**config.mk**
```make
export PLATFORM = sky130hd
export DESIGN_NAME = standoff_referee_flat
export DESIGN_NICKNAME = d
export VERILOG_FILES = /design/src/rtl/standoff_referee_pkg.sv /design/src/rtl/standoff_referee_if.sv /design/src/rtl/standoff_round_judge.sv /design/src/rtl/standoff_referee.sv /design/src/flat_wrapper.sv
export SDC_FILE = /design/constraint.sdc
export NUM_CORES = 1
export LEC_CHECK = 0
export ABC_CLOCK_PERIOD_IN_PS = 2360
export BUFFER_PORTS_ARGS = -buffer_cell sky130_fd_sc_hd__buf_4
export CAP_MARGIN = 25
export CORE_AREA = 2 2 69 71
export DETAILED_ROUTE_END_ITERATION = 6
export DIE_AREA = 0 0 71 73
export GPL_TIMING_DRIVEN = 0
export PLACE_DENSITY_LB_ADDON = 0.12
export SETUP_SLACK_MARGIN = 0.02
export SKIP_CTS_REPAIR_TIMING = 1
export SLEW_MARGIN = 20
export SYNTH_ARGS = -nofsm -noshare
export SYNTH_HDL_FRONTEND = slang
export SYNTH_SLANG_ARGS = --single-unit
```
**constraint.sdc**
```tcl
create_clock -name clk -period 2.36 [get_ports clk]
set_input_delay 0.354 -clock clk [delete_from_list [all_inputs] [get_ports clk]]
set_output_delay 0.354 -clock clk [all_outputs]
set_load 0.03 [all_outputs]
```
**src/rtl/standoff_referee_pkg.sv**
```systemverilog
// Shared action codes, winner codes, referee state encoding and capture record
// for the two-player standoff referee.
package standoff_referee_pkg;

  localparam logic [2:0] ACT_BLOCK  = 3'b001;
  localparam logic [2:0] ACT_RELOAD = 3'b010;
  localparam logic [2:0] ACT_SHOOT  = 3'b100;

  typedef enum logic [1:0] {
    WIN_NONE = 2'b00,
    WIN_P1   = 2'b01,
    WIN_P2   = 2'b10,
    WIN_DRAW = 2'b11
  } winner_e;

  typedef enum logic [1:0] {
    ST_IDLE    = 2'd0,
    ST_PLAY    = 2'd1,
    ST_RESOLVE = 2'd2,
    ST_OVER    = 2'd3
  } ref_state_e;

  typedef struct packed {
    logic [2:0] action;
    logic [1:0] bullets;
  } player_cap_t;

  // Exact compare against the one-hot code makes every non-one-hot action inert.
  function automatic logic eff_shot(input player_cap_t p);
    return (p.action == ACT_SHOOT) && (p.bullets != 2'd0);
  endfunction

endpackage

```
**src/rtl/standoff_referee_if.sv**
```systemverilog
// Game-side bus of the referee: round inputs from the players and the
// registered score/result outputs for the display stage.
interface standoff_referee_if #(
  parameter int LIFE_W  = 2,
  parameter int ROUND_W = 5
);
  logic               start;
  logic               round_tick;
  logic [2:0]         p1_action;
  logic [2:0]         p2_action;
  logic [1:0]         p1_bullets;
  logic [1:0]         p2_bullets;
  logic [LIFE_W-1:0]  p1_lives;
  logic [LIFE_W-1:0]  p2_lives;
  logic [ROUND_W-1:0] round_num;
  logic               p1_hit;
  logic               p2_hit;
  logic               in_play;
  logic               game_over;
  logic [1:0]         winner;

  modport master (
    output start, round_tick, p1_action, p2_action, p1_bullets, p2_bullets,
    input  p1_lives, p2_lives, round_num, p1_hit, p2_hit, in_play, game_over, winner
  );

  modport slave (
    input  start, round_tick, p1_action, p2_action, p1_bullets, p2_bullets,
    output p1_lives, p2_lives, round_num, p1_hit, p2_hit, in_play, game_over, winner
  );
endinterface

```
**src/rtl/standoff_round_judge.sv**
```systemverilog
// Combinational round outcome: who gets hit, given both captured actions and
// the bullet counts held before the round.
module standoff_round_judge
  import standoff_referee_pkg::*;
(
  input  player_cap_t p1_cap,
  input  player_cap_t p2_cap,
  output logic        p1_hit_n,
  output logic        p2_hit_n
);

  // A NONE action is not a block, so it leaves the player exposed.
  assign p2_hit_n = eff_shot(p1_cap) && (p2_cap.action != ACT_BLOCK);
  assign p1_hit_n = eff_shot(p2_cap) && (p1_cap.action != ACT_BLOCK);

endmodule

```
**src/rtl/standoff_referee.sv**
```systemverilog
// Referee FSM: captures a round on round_tick, resolves it one cycle later,
// keeps lives/round counters and latches the winner when the game ends.
module standoff_referee
  import standoff_referee_pkg::*;
#(
  parameter int START_LIVES = 3,
  parameter int LIFE_W      = 2,
  parameter int MAX_ROUNDS  = 20,
  parameter int ROUND_W     = 5
) (
  input logic               clk,
  input logic               reset,
  standoff_referee_if.slave bus
);

  localparam logic [LIFE_W-1:0]  LIVES_INIT  = LIFE_W'(START_LIVES);
  localparam logic [ROUND_W-1:0] ROUND_LIMIT = ROUND_W'(MAX_ROUNDS);
  localparam logic [ROUND_W-1:0] ROUND_SAT   = '1;

  ref_state_e         state_q, state_d;
  player_cap_t        p1_cap_q, p1_cap_d, p2_cap_q, p2_cap_d;
  logic [LIFE_W-1:0]  p1_lives_q, p1_lives_d, p2_lives_q, p2_lives_d;
  logic [ROUND_W-1:0] round_q, round_d;
  logic               p1_hit_q, p1_hit_d, p2_hit_q, p2_hit_d;
  logic               in_play_q, in_play_d, game_over_q, game_over_d;
  winner_e            winner_q, winner_d;
  logic               p1_hit_n, p2_hit_n;

  standoff_round_judge u_judge (
    .p1_cap   (p1_cap_q),
    .p2_cap   (p2_cap_q),
    .p1_hit_n (p1_hit_n),
    .p2_hit_n (p2_hit_n)
  );

  always_comb begin
    state_d    = state_q;
    p1_cap_d   = p1_cap_q;
    p2_cap_d   = p2_cap_q;
    p1_lives_d = p1_lives_q;
    p2_lives_d = p2_lives_q;
    round_d    = round_q;
    winner_d   = winner_q;
    p1_hit_d   = 1'b0;
    p2_hit_d   = 1'b0;

    case (state_q)
      ST_IDLE, ST_OVER: begin
        if (bus.start) begin
          state_d    = ST_PLAY;
          p1_lives_d = LIVES_INIT;
          p2_lives_d = LIVES_INIT;
          round_d    = '0;
          winner_d   = WIN_NONE;
        end
      end
      ST_PLAY: begin
        if (bus.round_tick) begin
          p1_cap_d = '{action: bus.p1_action, bullets: bus.p1_bullets};
          p2_cap_d = '{action: bus.p2_action, bullets: bus.p2_bullets};
          state_d  = ST_RESOLVE;
        end
      end
      ST_RESOLVE: begin
        p1_hit_d = p1_hit_n;
        p2_hit_d = p2_hit_n;
        if (p1_hit_n && (p1_lives_q != '0)) p1_lives_d = p1_lives_q - LIFE_W'(1);
        if (p2_hit_n && (p2_lives_q != '0)) p2_lives_d = p2_lives_q - LIFE_W'(1);
        if (round_q != ROUND_SAT) round_d = round_q + ROUND_W'(1);

        if ((p1_lives_d == '0) || (p2_lives_d == '0)) begin
          state_d = ST_OVER;
          if ((p1_lives_d == '0) && (p2_lives_d == '0)) winner_d = WIN_DRAW;
          else if (p1_lives_d == '0)                    winner_d = WIN_P2;
          else                                          winner_d = WIN_P1;
        end else if ((MAX_ROUNDS != 0) && (round_d == ROUND_LIMIT)) begin
          state_d = ST_OVER;
          if (p1_lives_d > p2_lives_d)      winner_d = WIN_P1;
          else if (p2_lives_d > p1_lives_d) winner_d = WIN_P2;
          else                              winner_d = WIN_DRAW;
        end else begin
          state_d = ST_PLAY;
        end
      end
      default: state_d = ST_IDLE;
    endcase

    in_play_d   = (state_d == ST_PLAY) || (state_d == ST_RESOLVE);
    game_over_d = (state_d == ST_OVER);
  end

  always_ff @(posedge clk) begin
    if (reset) begin
      state_q     <= ST_IDLE;
      p1_cap_q    <= '0;
      p2_cap_q    <= '0;
      p1_lives_q  <= LIVES_INIT;
      p2_lives_q  <= LIVES_INIT;
      round_q     <= '0;
      p1_hit_q    <= 1'b0;
      p2_hit_q    <= 1'b0;
      in_play_q   <= 1'b0;
      game_over_q <= 1'b0;
      winner_q    <= WIN_NONE;
    end else begin
      state_q     <= state_d;
      p1_cap_q    <= p1_cap_d;
      p2_cap_q    <= p2_cap_d;
      p1_lives_q  <= p1_lives_d;
      p2_lives_q  <= p2_lives_d;
      round_q     <= round_d;
      p1_hit_q    <= p1_hit_d;
      p2_hit_q    <= p2_hit_d;
      in_play_q   <= in_play_d;
      game_over_q <= game_over_d;
      winner_q    <= winner_d;
    end
  end

  assign bus.p1_lives  = p1_lives_q;
  assign bus.p2_lives  = p2_lives_q;
  assign bus.round_num = round_q;
  assign bus.p1_hit    = p1_hit_q;
  assign bus.p2_hit    = p2_hit_q;
  assign bus.in_play   = in_play_q;
  assign bus.game_over = game_over_q;
  assign bus.winner    = winner_q;

endmodule

```
**src/flat_wrapper.sv**
```systemverilog
// flat-port wrapper written by rule: the top's interface ports become plain ports
module standoff_referee_flat import standoff_referee_pkg::*;
#(
  parameter int START_LIVES = 3,
  parameter int LIFE_W      = 2,
  parameter int MAX_ROUNDS  = 20,
  parameter int ROUND_W     = 5
)
  (clk, reset, bus_start, bus_round_tick, bus_p1_action, bus_p2_action, bus_p1_bullets, bus_p2_bullets, bus_p1_lives, bus_p2_lives, bus_round_num, bus_p1_hit, bus_p2_hit, bus_in_play, bus_game_over, bus_winner);
  standoff_referee_if #(.LIFE_W(LIFE_W), .ROUND_W(ROUND_W)) bus_i ();
  input logic clk;
  input logic reset;
  input wire logic [$bits(bus_i.start)-1:0] bus_start;
  input wire logic [$bits(bus_i.round_tick)-1:0] bus_round_tick;
  input wire logic [$bits(bus_i.p1_action)-1:0] bus_p1_action;
  input wire logic [$bits(bus_i.p2_action)-1:0] bus_p2_action;
  input wire logic [$bits(bus_i.p1_bullets)-1:0] bus_p1_bullets;
  input wire logic [$bits(bus_i.p2_bullets)-1:0] bus_p2_bullets;
  output wire logic [$bits(bus_i.p1_lives)-1:0] bus_p1_lives;
  output wire logic [$bits(bus_i.p2_lives)-1:0] bus_p2_lives;
  output wire logic [$bits(bus_i.round_num)-1:0] bus_round_num;
  output wire logic [$bits(bus_i.p1_hit)-1:0] bus_p1_hit;
  output wire logic [$bits(bus_i.p2_hit)-1:0] bus_p2_hit;
  output wire logic [$bits(bus_i.in_play)-1:0] bus_in_play;
  output wire logic [$bits(bus_i.game_over)-1:0] bus_game_over;
  output wire logic [$bits(bus_i.winner)-1:0] bus_winner;
  assign bus_i.start = bus_start;
  assign bus_i.round_tick = bus_round_tick;
  assign bus_i.p1_action = bus_p1_action;
  assign bus_i.p2_action = bus_p2_action;
  assign bus_i.p1_bullets = bus_p1_bullets;
  assign bus_i.p2_bullets = bus_p2_bullets;
  assign bus_p1_lives = bus_i.p1_lives;
  assign bus_p2_lives = bus_i.p2_lives;
  assign bus_round_num = bus_i.round_num;
  assign bus_p1_hit = bus_i.p1_hit;
  assign bus_p2_hit = bus_i.p2_hit;
  assign bus_in_play = bus_i.in_play;
  assign bus_game_over = bus_i.game_over;
  assign bus_winner = bus_i.winner;
  standoff_referee #(.START_LIVES(START_LIVES), .LIFE_W(LIFE_W), .MAX_ROUNDS(MAX_ROUNDS), .ROUND_W(ROUND_W)) u_core (.clk(clk), .reset(reset), .bus(bus_i));
endmodule
```
==> impl_metrics.json <==
{
  "peakVddDrop_v": 0.000183,
  "netlist_instances": 177,
  "layout.core_utilization": 0.411,
  "gpl.final_weighted_congestion": 0.865,
  "worstHoldPathCells": 3,
  "dpl-instance-area_um2": 1720,
  "grt-ovfl-total": 0,
  "number_of_ports_placed_on_the_die_boundary": 29,
  "hpwl_um": 2600,
  "cp_data_required_time_ns": 2.50,
  "globalRouteTotalUtil": 0.135,
  "finalWorstPathRequiredPeriod_ns": 2.29,
  "fillCellCount": 468,
  "tightestPinTransition_ns": 0.586,
  "slew_violations": 0,
  "antenna_cells": 0,
  "slew-limit-headroom": 0.609,
  "timing.rr.start": "u_core.p1_cap_q[2]",
  "post-route-worst-setup-slack_ns": 0.0656,
  "wirelength_um": 3550,
  "drive_above_1_share": 0.270,
  "yosysUniqueCellTypes": 37,
  "synth_flop_cell": "sky130_fd_sc_hd__dfxtp_1",
  "syn2layout_area_growth_pct": 28.4,
  "hold_start": "bus_p2_bullets[1]",
  "internal_power_uw": 655,
  "number_of_antenna_violations_at_the_first_check_in_global_routing": 0,
  "synth-seq-cells": 27,
  "clkLatencyLatePin_ns": 0.27,
  "clock-sinks": 27,
  "route.met2.wl_um": 1760,
  "wl_met3_um": 138,
  "worstHoldEndpoint": "u_core.p2_cap_q[1]",
  "worst-endpoint-arrival_ns": 2.44,
  "pre_cts_ws_ns": -0.113,
  "synth_area_um2": 1450,
  "outcome": "finished clean",
  "yosysWarningCount": 0,
  "holdWs_ns": 0.317,
  "grt_first_pass_wirelength_um": 5580,
  "pin_count_of_the_biggest_net_entering_global_routing": 16,
  "worstPathCellList": "or3b_4, nor4_4, mux2i_1, o31ai_2, nand2_1, ha_1, nor2b_1",
  "power_switching_share": 0.270,
  "seq_area_frac_synth": 0.372,
  "number_of_flops_mapped_to_enable_cells_by_yosys": 0,
  "grt_pass1_vias": 1262,
  "syn_nets": 199,
  "max-cap-violations": 0,
  "synth_area_per_cell_um2": 8.20,
  "finished_cell_area_um2": 1860,
  "stdcell_count": 269,
  "clock_power_share": 0.292,
  "critical-path-slowest-cell": "sky130_fd_sc_hd__mux2i_1",
  "initial_core_util": 0.320,
  "multiInputGateArea_um2": 885,
  "die_w_um": 71,
  "p_comb_frac": 0.168,
  "wl_met1_um": 1600,
  "p_seq_frac": 0.540,
  "r2r.worst_path.cells": 7,
  "layout_net_count": 238,
  "final_sum_of_negative_setup_slack_ns": 0,
  "synth_async_sr_flop_share": 0,
  "drt_first_iter_violations": 56,
  "final-seq-area_um2": 549,
  "reg2reg_to": "u_core.bus.in_play",
  "top_layer_used": "met4",
  "criticalPathCategory": "reg -> reg",
  "clk_transition_reported_paths_ns": 0.10,
  "first_pass_iters": 4,
  "tritoncts": "done",
  "finalCritPeriodShare": 0.972,
  "root_buffer": "sky130_fd_sc_hd__clkbuf_8",
  "total_switching_power_uw": 242,
  "fp.dieH_um": 73,
  "place.detailed.instances": 258,
  "core-area_um2": 4540,
  "vias_per_cell": 5.12,
  "power.total_uw": 897,
  "detailroute.via_count": 1377,
  "wl_per_cell_um": 13.2,
  "endpoint_kind": "flop",
  "io_buffer_count": 27,
  "clock_tree.buffer_depth": 2,
  "cts.htree.levels": 1,
  "clock-skew-final_ns": 0.00833,
  "clock.fmax_mhz": 436,
  "dieArea_um2": 5180,
  "drt.antenna.violating_nets": 0,
  "rsz_0062_raised_after_global_routing": "yes",
  "cts_buf_count": 3,
  "timing.critical_path.fanout_max": 4,
  "setup_viol": 0,
  "reg2reg_setup_slack_ns": 0.07,
  "num_rows": 25,
  "startpoint_type": "flop",
  "drt_drc_violations_left": 0,
  "pwr_density_cell_nw_per_um2": 481,
  "hold_class": "in -> reg",
  "timing.final.hold_violations": 0,
  "static-leakage-power_nw": 0.739,
  "crit_path_max_incr_delay_ns": 0.49
}
-- state kept, by name (all words and copies together) (netlist names) --
name	flops
u_core.state_q	2
u_core.bus.game_over	1
u_core.bus.p1_lives	2
u_core.bus.p1_hit	1
u_core.bus.round_num	5
u_core.bus.winner	2
u_core.p2_cap_q	5
u_core.bus.p2_hit	1
u_core.p1_cap_q	5
u_core.bus.p2_lives	2
u_core.bus.in_play	1
-- metal layers --
metal	vias up	global-route usage
met4	0	0.0629
met5	-	0
met2	24	0.222
met1	651	0.171
li1	696	-
met3	6	0.0276
-- power groups by stage --
stage / Clock [mW] / Sequential [mW] / Combinational (mW)
floorplan: 0 / 0.501 / 0.0913
global placement: 0 / 0.494 / 0.145
detailed placement: 0 / 0.496 / 0.147
CTS: 0.273 / 0.485 / 0.148
global route: 0.290 / 0.487 / 0.169
finish: 0.262 / 0.485 / 0.150
-- logic make-up (layout without fill, tap and decap cells) --
kind of cell	Yosys count	after routing	synth area share
xor gates and xnor gates	3	3	0.0181
muxes	4	4	0.0293
buffers and inverters	16	54	0.0414
DFF	27	27	0.372
AOI/OAI and AO/OA	44	44	0.187
and+or+nand+nor	75	75	0.283
adders and majority gates	8	8	0.0690
-- Yosys cell counts (4+ instances only) --
cell,n,area (um^2)
sky130_fd_sc_hd__nand2_1,32,120
sky130_fd_sc_hd__dfxtp_1,27,541
sky130_fd_sc_hd__a21oi_1,18,90.1
sky130_fd_sc_hd__inv_1,9,33.8
sky130_fd_sc_hd__nor2_1,9,33.8
sky130_fd_sc_hd__ha_1,8,100
sky130_fd_sc_hd__clkbuf_1,7,26.3
sky130_fd_sc_hd__o21ai_0,7,35.0
sky130_fd_sc_hd__nand2b_1,5,31.3
sky130_fd_sc_hd__a31oi_1,4,25.0
sky130_fd_sc_hd__nor2b_1,4,25.0
sky130_fd_sc_hd__nor3b_1,4,30.0
-- worst max-delay path, delay by kind of cell, from the launching register on --
kind | cells | cell delay (ns)
muxes | 1 | 0.49
DFF | 1 | 0.34
adders and majority gates | 1 | 0.21
and+or+nand+nor | 4 | 1.01
AOI/OAI and AO/OA | 1 | 0.11
-- worst max-delay path by stage --
stage / to / slack [ns] / depth (start not counted) / from
2_1_floorplan: u_core.bus.in_play / 0.06 / 8 / u_core.bus.p1_lives[1]
3_3_place_gp: u_core.bus.in_play / -0.14 / 7 / u_core.p2_cap_q[4]
3_5_place_dp: u_core.bus.in_play / -0.11 / 7 / u_core.p2_cap_q[4]
4_1_cts: u_core.bus.in_play / -0.15 / 7 / u_core.p2_cap_q[4]
5_1_grt: u_core.bus.in_play / -0.05 / 7 / u_core.p1_cap_q[4]
6_report: u_core.bus.in_play / 0.07 / 7 / u_core.p1_cap_q[2]
-- layout make-up --
class	instances	area share
inverters	9	0.0181
well taps	54	0.0363
clock inverters	1	0.00269
multi-input cells	134	0.475
flip-flops and latches	27	0.295
plain buffers	7	0.0141
repair buffers	34	0.137
clock buffers	3	0.0222
-- cell usage in the layout (no fill, tap or decap), types with 4 or more instances in the layout --
cell / instances
sky130_fd_sc_hd__nand2_1: 31
sky130_fd_sc_hd__clkbuf_1: 7
sky130_fd_sc_hd__nand2b_1: 5
sky130_fd_sc_hd__ha_1: 8
sky130_fd_sc_hd__a21oi_1: 18
sky130_fd_sc_hd__dfxtp_2: 4
sky130_fd_sc_hd__nor2b_1: 4
sky130_fd_sc_hd__buf_4: 34
sky130_fd_sc_hd__inv_1: 9
sky130_fd_sc_hd__o21ai_0: 6
sky130_fd_sc_hd__nor3b_1: 4
sky130_fd_sc_hd__dfxtp_1: 22
sky130_fd_sc_hd__nor2_1: 9
(Power assumes the default switching activity.)
